`src/rtl/j68_pkg.sv`:
```
// Shared constants for the J68 condition-code consumer: condition field codes,
// test-operation encodings, XNZVC bit positions and FSM state encoding.
package j68_pkg;

    localparam logic [3:0] COND_T  = 4'h0;
    localparam logic [3:0] COND_F  = 4'h1;
    localparam logic [3:0] COND_HI = 4'h2;
    localparam logic [3:0] COND_LS = 4'h3;
    localparam logic [3:0] COND_CC = 4'h4;
    localparam logic [3:0] COND_CS = 4'h5;
    localparam logic [3:0] COND_NE = 4'h6;
    localparam logic [3:0] COND_EQ = 4'h7;
    localparam logic [3:0] COND_VC = 4'h8;
    localparam logic [3:0] COND_VS = 4'h9;
    localparam logic [3:0] COND_PL = 4'hA;
    localparam logic [3:0] COND_MI = 4'hB;
    localparam logic [3:0] COND_GE = 4'hC;
    localparam logic [3:0] COND_LT = 4'hD;
    localparam logic [3:0] COND_GT = 4'hE;
    localparam logic [3:0] COND_LE = 4'hF;

    localparam logic [1:0] TST_COND = 2'b00;
    localparam logic [1:0] TST_DBCC = 2'b01;
    localparam logic [1:0] TST_FAST = 2'b10;

    localparam int unsigned CC_X = 4;
    localparam int unsigned CC_N = 3;
    localparam int unsigned CC_Z = 2;
    localparam int unsigned CC_V = 1;
    localparam int unsigned CC_C = 0;

    typedef logic [1:0] state_t;

    localparam state_t ST_IDLE = 2'd0;
    localparam state_t ST_EVAL = 2'd1;
    localparam state_t ST_DEC  = 2'd2;
    localparam state_t ST_DONE = 2'd3;

endpackage

```
`src/rtl/j68_cond_eval.sv`:
```
// Combinational 68000 condition decoder; in fast mode EQ/NE/GT/LE take the
// word-result shortcut flags instead of the CCR bits.
module j68_cond_eval
    import j68_pkg::*;
(
    input  logic [3:0] cond,
    input  logic [4:0] cc,
    input  logic       fast,
    input  logic       z_flg,
    input  logic       g_flg,
    output logic       cond_true
);
    logic n, z, v, c;
    logic ge, z_eq, gt;
    logic unused_x;

    assign n        = cc[CC_N];
    assign z        = cc[CC_Z];
    assign v        = cc[CC_V];
    assign c        = cc[CC_C];
    assign unused_x = cc[CC_X];

    assign ge   = ~(n ^ v);
    // Only the equality and signed-greater tests have shortcut sources.
    assign z_eq = fast ? z_flg : z;
    assign gt   = fast ? g_flg : (~z & ge);

    always_comb begin
        cond_true = 1'b0;
        case (cond)
            COND_T:  cond_true = 1'b1;
            COND_F:  cond_true = 1'b0;
            COND_HI: cond_true = ~c & ~z;
            COND_LS: cond_true = c | z;
            COND_CC: cond_true = ~c;
            COND_CS: cond_true = c;
            COND_NE: cond_true = ~z_eq;
            COND_EQ: cond_true = z_eq;
            COND_VC: cond_true = ~v;
            COND_VS: cond_true = v;
            COND_PL: cond_true = ~n;
            COND_MI: cond_true = n;
            COND_GE: cond_true = ge;
            COND_LT: cond_true = ~ge;
            COND_GT: cond_true = gt;
            COND_LE: cond_true = ~gt;
            default: cond_true = 1'b0;
        endcase
    end

endmodule

```
`config.mk`:
```
export PLATFORM = sky130hd
export DESIGN_NAME = j68_cond_eval
export DESIGN_NICKNAME = d
export VERILOG_FILES = /design/src/rtl/j68_pkg.sv /design/src/rtl/j68_cond_eval.sv
export SDC_FILE = /design/constraint.sdc
export NUM_CORES = 1
export LEC_CHECK = 0
export ABC_AREA = 1
export BUFFER_PORTS_ARGS = -buffer_cell sky130_fd_sc_hd__buf_2
export CORE_AREA = 2 2 39 41
export DETAILED_ROUTE_END_ITERATION = 10
export DIE_AREA = 0 0 41 43
export GPL_ROUTABILITY_DRIVEN = 1
export GPL_TIMING_DRIVEN = 0
export PLACE_DENSITY = 0.42
export REMOVE_ABC_BUFFERS = 1
export SYNTH_ARGS = -nofsm -noshare
export SYNTH_HDL_FRONTEND = slang
export SYNTH_SLANG_ARGS = --single-unit
```
`constraint.sdc`:
```
create_clock -name vclk -period 0.8
set_clock_uncertainty 0.05 [all_clocks]
set_input_delay 0.04 -clock vclk [all_inputs]
set_output_delay 0.04 -clock vclk [all_outputs]
set_load 0.05 [all_outputs]
```
== Yosys cells after proc, flatten, opt, wreduce, memory -nomap -nowiden ==
Cells that the tools add are included.
Storage, ports and cells
  bits in registers: 0
  latch bits: 0
  memory bits (writable): 0
  memory bits (read-only): 0
  word-level logic and storage cells: 30
  memories: 0
Operators by class
  add/sub/neg operators: 0
  $mul: 0
  divide/modulo/power cells: 0
  magnitude comparators: 0
  equal/unequal tests: 15
  shifts and indexed selects: 0
  muxes and demuxes: 3
  bitwise gates (word level): 11
  reductions and logical operators: 1
Operators with widths (number)
  4-bit == test (second input constant): 8
  4-bit by 3-bit == test with 1-bit output (second input constant): 4
  1-bit one-hot mux with 16 select lines: 1
  4-bit by 2-bit == test with 1-bit output (second input constant): 2
  1-bit NOT: 7
  4-bit by 1-bit == test with 1-bit output (second input constant): 1
  4-bit logical NOT: 1
  1-bit AND: 2
  1-bit two-way mux: 2
  1-bit OR: 1
  1-bit bitwise XOR: 1

== Depth between registers and ports, before layout ==
Gate-level depths: netlist of run 1.
  word-level depth: 6
  gate-level depth with buffers: 8
  gate-level depth less buffers: 8

== Worst setup path after synthesis of run 1 ==
No wires, ideal clock.
  path kind: input to output
  start point: input port cc[2]
  end point: output port cond_true
  data arrival time: 0.814 ns
  setup slack: -0.104 ns
  stages: 6
  path through: nor2_1 inv_1 nand2_1 o21ai_0 nor2_1 nand3_1
Between the ends
  word-level cells in the longest chain between the ends: 5
Ends and longest elaborated chain
  from (decl): RTL line j68_cond_eval.sv:7  | input logic [4:0] cc,
  1-bit NOT: RTL line j68_cond_eval.sv:26, j68_cond_eval.sv:33
  1-bit AND: RTL line j68_cond_eval.sv:26  | assign gt = fast ? g_flg : (~z & ge);
  1-bit two-way mux: RTL line j68_cond_eval.sv:26
  1-bit NOT: RTL line j68_cond_eval.sv:46  | COND_LE: cond_true = ~gt;
  1-bit one-hot mux with 16 select lines *: RTL line j68_cond_eval.sv:30  | case (cond)
  to (decl): RTL line j68_cond_eval.sv:11  | output logic cond_true
Every way passes the cells marked *; elsewhere a longest branch is shown, timed or not.

== Worst setup path in the final report of run 1 ==
Ends and elaborated chain as after synthesis.

==> metrics.yaml, run 1 <==
routabilityCongestion: 0.748
ys_seq_area_share_pct: 0
finalCriticalPeriod_ns: 0.882
power.net_switching_mw: 0.143
post_cts_buffers: 0
dpl.hpwl_um: 568
syn_inst: 63
mostFrequentLayoutCell: "nand2_1"
setup_ws_ns: -0.0820
multi_input_area_um2: 255
dr_total_vias: 380
synth_top_area_share_pct: 51.3
wl_met2_um: 340
cp.arrival_ns: 0.79
cp-start-kind: "input pin"
cp.required_ns: 0.71
final_core_util_pct: 33.6
synth_warnings: 0
combPwrFrac_pct: 100.0
syn_to_final_growth_pct: 86.9
io_pins: 13
path_class: "in -> out"
hold_class: "in -> out"
grt_max_degree: 7
clock_buffers: 0
crit_chain: "buf_8 -> nor2_4 -> inv_1 -> nand2_1 -> o21ai_1 -> nor2_1 -> nand3_1 -> buf_6"
slowest_stage: "buf_6"
yosys-top-cells-area: "nand2_1, inv_1, nand3_1, nor2_1, a21oi_1"
min_path_cells: 6
fill_cells: 160
dieArea_um2: 1760
viasPerCell: 4.18
synth_simple_gate_area_share_pct: 77.9
rows: 14
grtUsageTotal_pct: 8.19
nFlopsAndLatches: 0
antennaDiodeCount: 0
power_frac_seq_pct: 0
cp_max_fo: 2
synth-compound-area-share_pct: 4.02
critical-path-max-stage-delay_ns: 0.16
start_util_pct: 18.0
synth_xor_area_share_pct: 0
synth_fa_ha_area_share_pct: 0
drive_gt1_share_pct: 48.0
switching_share_pct: 54.2
report.final.slew_viol_count: 0
met1Wirelength_um: 281
die_x_um: 41
syn_area_per_cell_um2: 3.95
p_clk_share_pct: 0
ir_worst_vdd_mv: 0.197
drc: 0
postCtsHoldBufs: 0
coreArea_um2: 1380
relSlewSlack_pct: 92.1
cp-startpoint: "cc[2]"
io_buffers: 12
synth_top_area_cell: "nand2_1"
drt-total-wl_um: 648
grt_setup_unrepaired: "true"
overflow: 0
ant_nets: 0
max_cap_viol_count: 0
max_freq_ghz: 1.13
finalSetupViolCount: 1
drt-wirelength-per-cell_um: 7.12
violations: "setup timing"
min_period_over_period_pct: 110
grt_antenna_before_repair: 0
worst_hold_slack_ns: 0.513
synth.mux.area_fraction_pct: 0
register_area_um2: 0
power_density_nw_per_um2: 567
crit_path_end_kind: "primary output"
wl_met3_um: 25
finalHoldViolations: 0
fin_nets: 89
hold_start: "g_flg"
status: "complete, but fails checks"
syn-cell-area_um2: 249
total_power_mw: 0.264
drt_iter0_drc: 0
final_cell_mix: "nand2_1, nand2_2, nand3_1"
grt_pass1_wl_um: 1080
final.setup.tns_ns: -0.0820
p_int_mw: 0.121
leakagePower_nw: 0.263
ys_types: 7
drt-pass1-iter-count: 1
grt_pass1_vias: 310
tightest_slew_ns: 0.118
die_y_um: 43
top_layer: "met3"
synth_top_family_by_area: "simple AND/OR/NAND/NOR gates"
[metal layers]
layer / up-vias / track usage (%)
met5: - / 0
met4: 0 / 0
met3: 0 / 0
met2: 5 / 14.7
met1: 162 / 11.1
li1: 213 / -
[critical path: cells and delay by family]
kind	cells	cell delay, ns
AOI/OAI and AO/OA	1	0.07
buffers and inverters	3	0.30
and+or+nand+nor	4	0.38
[timing repair]
| action | in CTS | in global routing |
|---|---|---|
| gates resized for setup | 37 | 15 |
| pin swaps | 14 | 10 |
| endpoints found under the setup margin | 1 | 1 |
[kinds of logic (layout without fill, tap and decap cells)]
family	after synthesis	count (layout)
AOI/OAI and AO/OA	2	2
and+or+nand+nor	49	49
buffers and inverters	12	24
[area by class of cell]
cell class	instances	area share (%)
inverter	12	11.8
multi-input combinational	51	54.8
tap	16	4.30
timing repair buffer	12	29.0
[power by group through the flow]
stage                     clock network [mW]  registers, mW  logic [mW]
after global routing                       0              0       0.290
final                                      0              0       0.264
after global placement                     0              0       0.176
after CTS                                  0              0       0.240
after detailed placement                   0              0       0.177
after floorplan                            0              0       0.114
[synthesized netlist by cell type, drive strengths merged]
cell type,instances
nand2,34
a21oi,1
o21ai,1
nor2,7
inv,12
nand3,8
[stage by stage]
stage | cell area, um^2 | worst slack, ns | instances
6_report | 465 | -0.0820 | 91
5_1_grt | 465 | -0.130 | 91
4_1_cts | 420 | -0.0845 | 91
3_5_place_dp | 329 | -0.252 | 91
3_3_place_gp | 329 | -0.258 | 91
2_1_floorplan | 249 | -0.104 | 63
[final timing paths]
| check | end | slack (ns) |
|---|---|---|
| hold / removal | cond_true | 0.51 |
| setup / recovery | cond_true | -0.08 |
Power figures use the tool's default switching activity.
==> inputs of run 2 (changes only) <==
REMOVE_ABC_BUFFERS = default   (was 1)
==> run 2 against run 1 <==
Against the previous run:
- the run still ends with setup timing left
- global-route usage up 1.4 points
- combinational power about the same
- first-iteration DRC count up 4
- cell count up 1.1%
- critical path depth up 1
- final area down 3.8%
- count of clock-buffer cells in the layout unchanged
- flip-flop and latch count unchanged
- setup slack worse by 0.024 ns
- non-clock buffer count up 1
==> metrics.yaml, run 2 (synthesis results as in run 1) <==
viasPerCell: 4.29
grt_setup_unrepaired: "true"
grt_max_degree: 7
report.final.slew_viol_count: 0
leakagePower_nw: 0.267
syn_to_final_growth_pct: 79.9
final_cells: 92
dr_total_vias: 395
combPwrFrac_pct: 100.0
setup_ws_ns: -0.106
ant_nets: 0
violations: "setup timing"
drc: 0
grt_pass1_wl_um: 1290
max_cap_viol_count: 0
drive_gt1_share_pct: 47.4
hold_class: "in -> out"
postCtsHoldBufs: 0
overflow: 0
path_class: "in -> out"
antennaDiodeCount: 0
power_frac_seq_pct: 0
power_density_nw_per_um2: 585
relSlewSlack_pct: 90.9
die_x_um: 41
start_util_pct: 18.0
finalCriticalPeriod_ns: 0.906
switching_share_pct: 55.9
dieArea_um2: 1760
tightest_slew_ns: 0.136
hold_start: "g_flg"
min_to: "cond_true"
final_cell_mix: "nand2_1, nand2_2"
p_int_mw: 0.116
finalHoldViolations: 0
status: "complete, but fails checks"
grt_pass1_vias: 350
crit_path_end_kind: "primary output"
min_period_over_period_pct: 113
rows: 14
drt_iter0_drc: 4
drt-total-wl_um: 763
cp_max_fo: 2
cp-start-kind: "input pin"
min_path_cells: 6
cp.required_ns: 0.71
io_pins: 13
syn_nets: 75
coreArea_um2: 1380
post-place-ws_ns: -0.237
routabilityCongestion: 0.762
p_clk_share_pct: 0
fin_nets: 90
ir_worst_vdd_mv: 0.262
dpl.hpwl_um: 604
drt-wirelength-per-cell_um: 8.29
grt_antenna_before_repair: 0
cp.arrival_ns: 0.82
register_area_um2: 0
io_buffers: 12
nFlopsAndLatches: 0
power.net_switching_mw: 0.146
clock_buffers: 0
grtUsageTotal_pct: 9.59
mostFrequentLayoutCell: "nand2_1"
drt-pass1-iter-count: 2
max_freq_ghz: 1.10
finalSetupViolCount: 1
cp-startpoint: "cc[2]"
die_y_um: 43
place_inst: 91
-- run 2: cell types whose count changed in the layout (fill, tap and decap cells not counted), moves of 2 or more --
cell / delta
nand2_1: +5
inv_4: +2
inv_6: -2
nand3_1: -3
nand2_2: -4
buf_2: +3
nand3_2: +3
-- run 2: repair_timing --
item,4_1_cts,5_1_grt
setup buffers,1,0
hold endpoints to repair,0,0
resized for setup,25,12
endpoints found under the setup margin,1,1
pin swaps,9,8
-- run 2: area by class of cell --
cell class | instances | area [um^2]
inverter | 12 | 50.0
tap | 16 | 20.0
fill | 170 | 936
timing repair buffer | 13 | 119
multi-input combinational | 51 | 259
-- run 2: worst max-delay path by stage --
stage	to	slack (ns)	depth (start not counted)
after global routing	cond_true	-0.16	9
after detailed placement	cond_true	-0.24	9
after global placement	cond_true	-0.26	9
after floorplan	cond_true	0.007	6
final	cond_true	-0.11	9
after CTS	cond_true	-0.11	9
-- run 2: routing by layer --
layer  vias up  global-route usage [%]  wire [um]  share of wire, %
li1        217                       -          -                 -
met1       171                    13.6        332                44
met2         7                    16.6        398                52
met3         0                       0         32               4.2
met4         0                       0          0                 0
met5         -                       0          0                 0
-- run 2: through the flow --
stage          setup TNS [ns]  hold slack (ns)  utilization (%)  area, um^2  total power [mW]
2_1_floorplan               0            0.374                -         254             0.118
3_3_place_gp           -0.257            0.590             24.1         334             0.180
3_5_place_dp           -0.237            0.592             24.1         334             0.182
4_1_cts                -0.108            0.505             30.1         417             0.244
5_1_grt                -0.164            0.565             32.4         448             0.290
6_report               -0.106            0.513             32.4         448             0.262
-- run 2: worst max-delay path, stage by stage --
cell	delay, ns
buf_2	0.11
inv_1	0.04
nand2_1	0.07
nand2_1	0.05
nand3_1	0.08
o21ai_2	0.07
nor2_2	0.11
nand3_2	0.08
buf_8	0.16
-- run 2: power groups by stage --
stage / Sequential [mW] / Clock, mW / Combinational, mW
2_1_floorplan: 0 / 0 / 0.118
3_3_place_gp: 0 / 0 / 0.180
3_5_place_dp: 0 / 0 / 0.182
4_1_cts: 0 / 0 / 0.244
5_1_grt: 0 / 0 / 0.290
6_report: 0 / 0 / 0.262
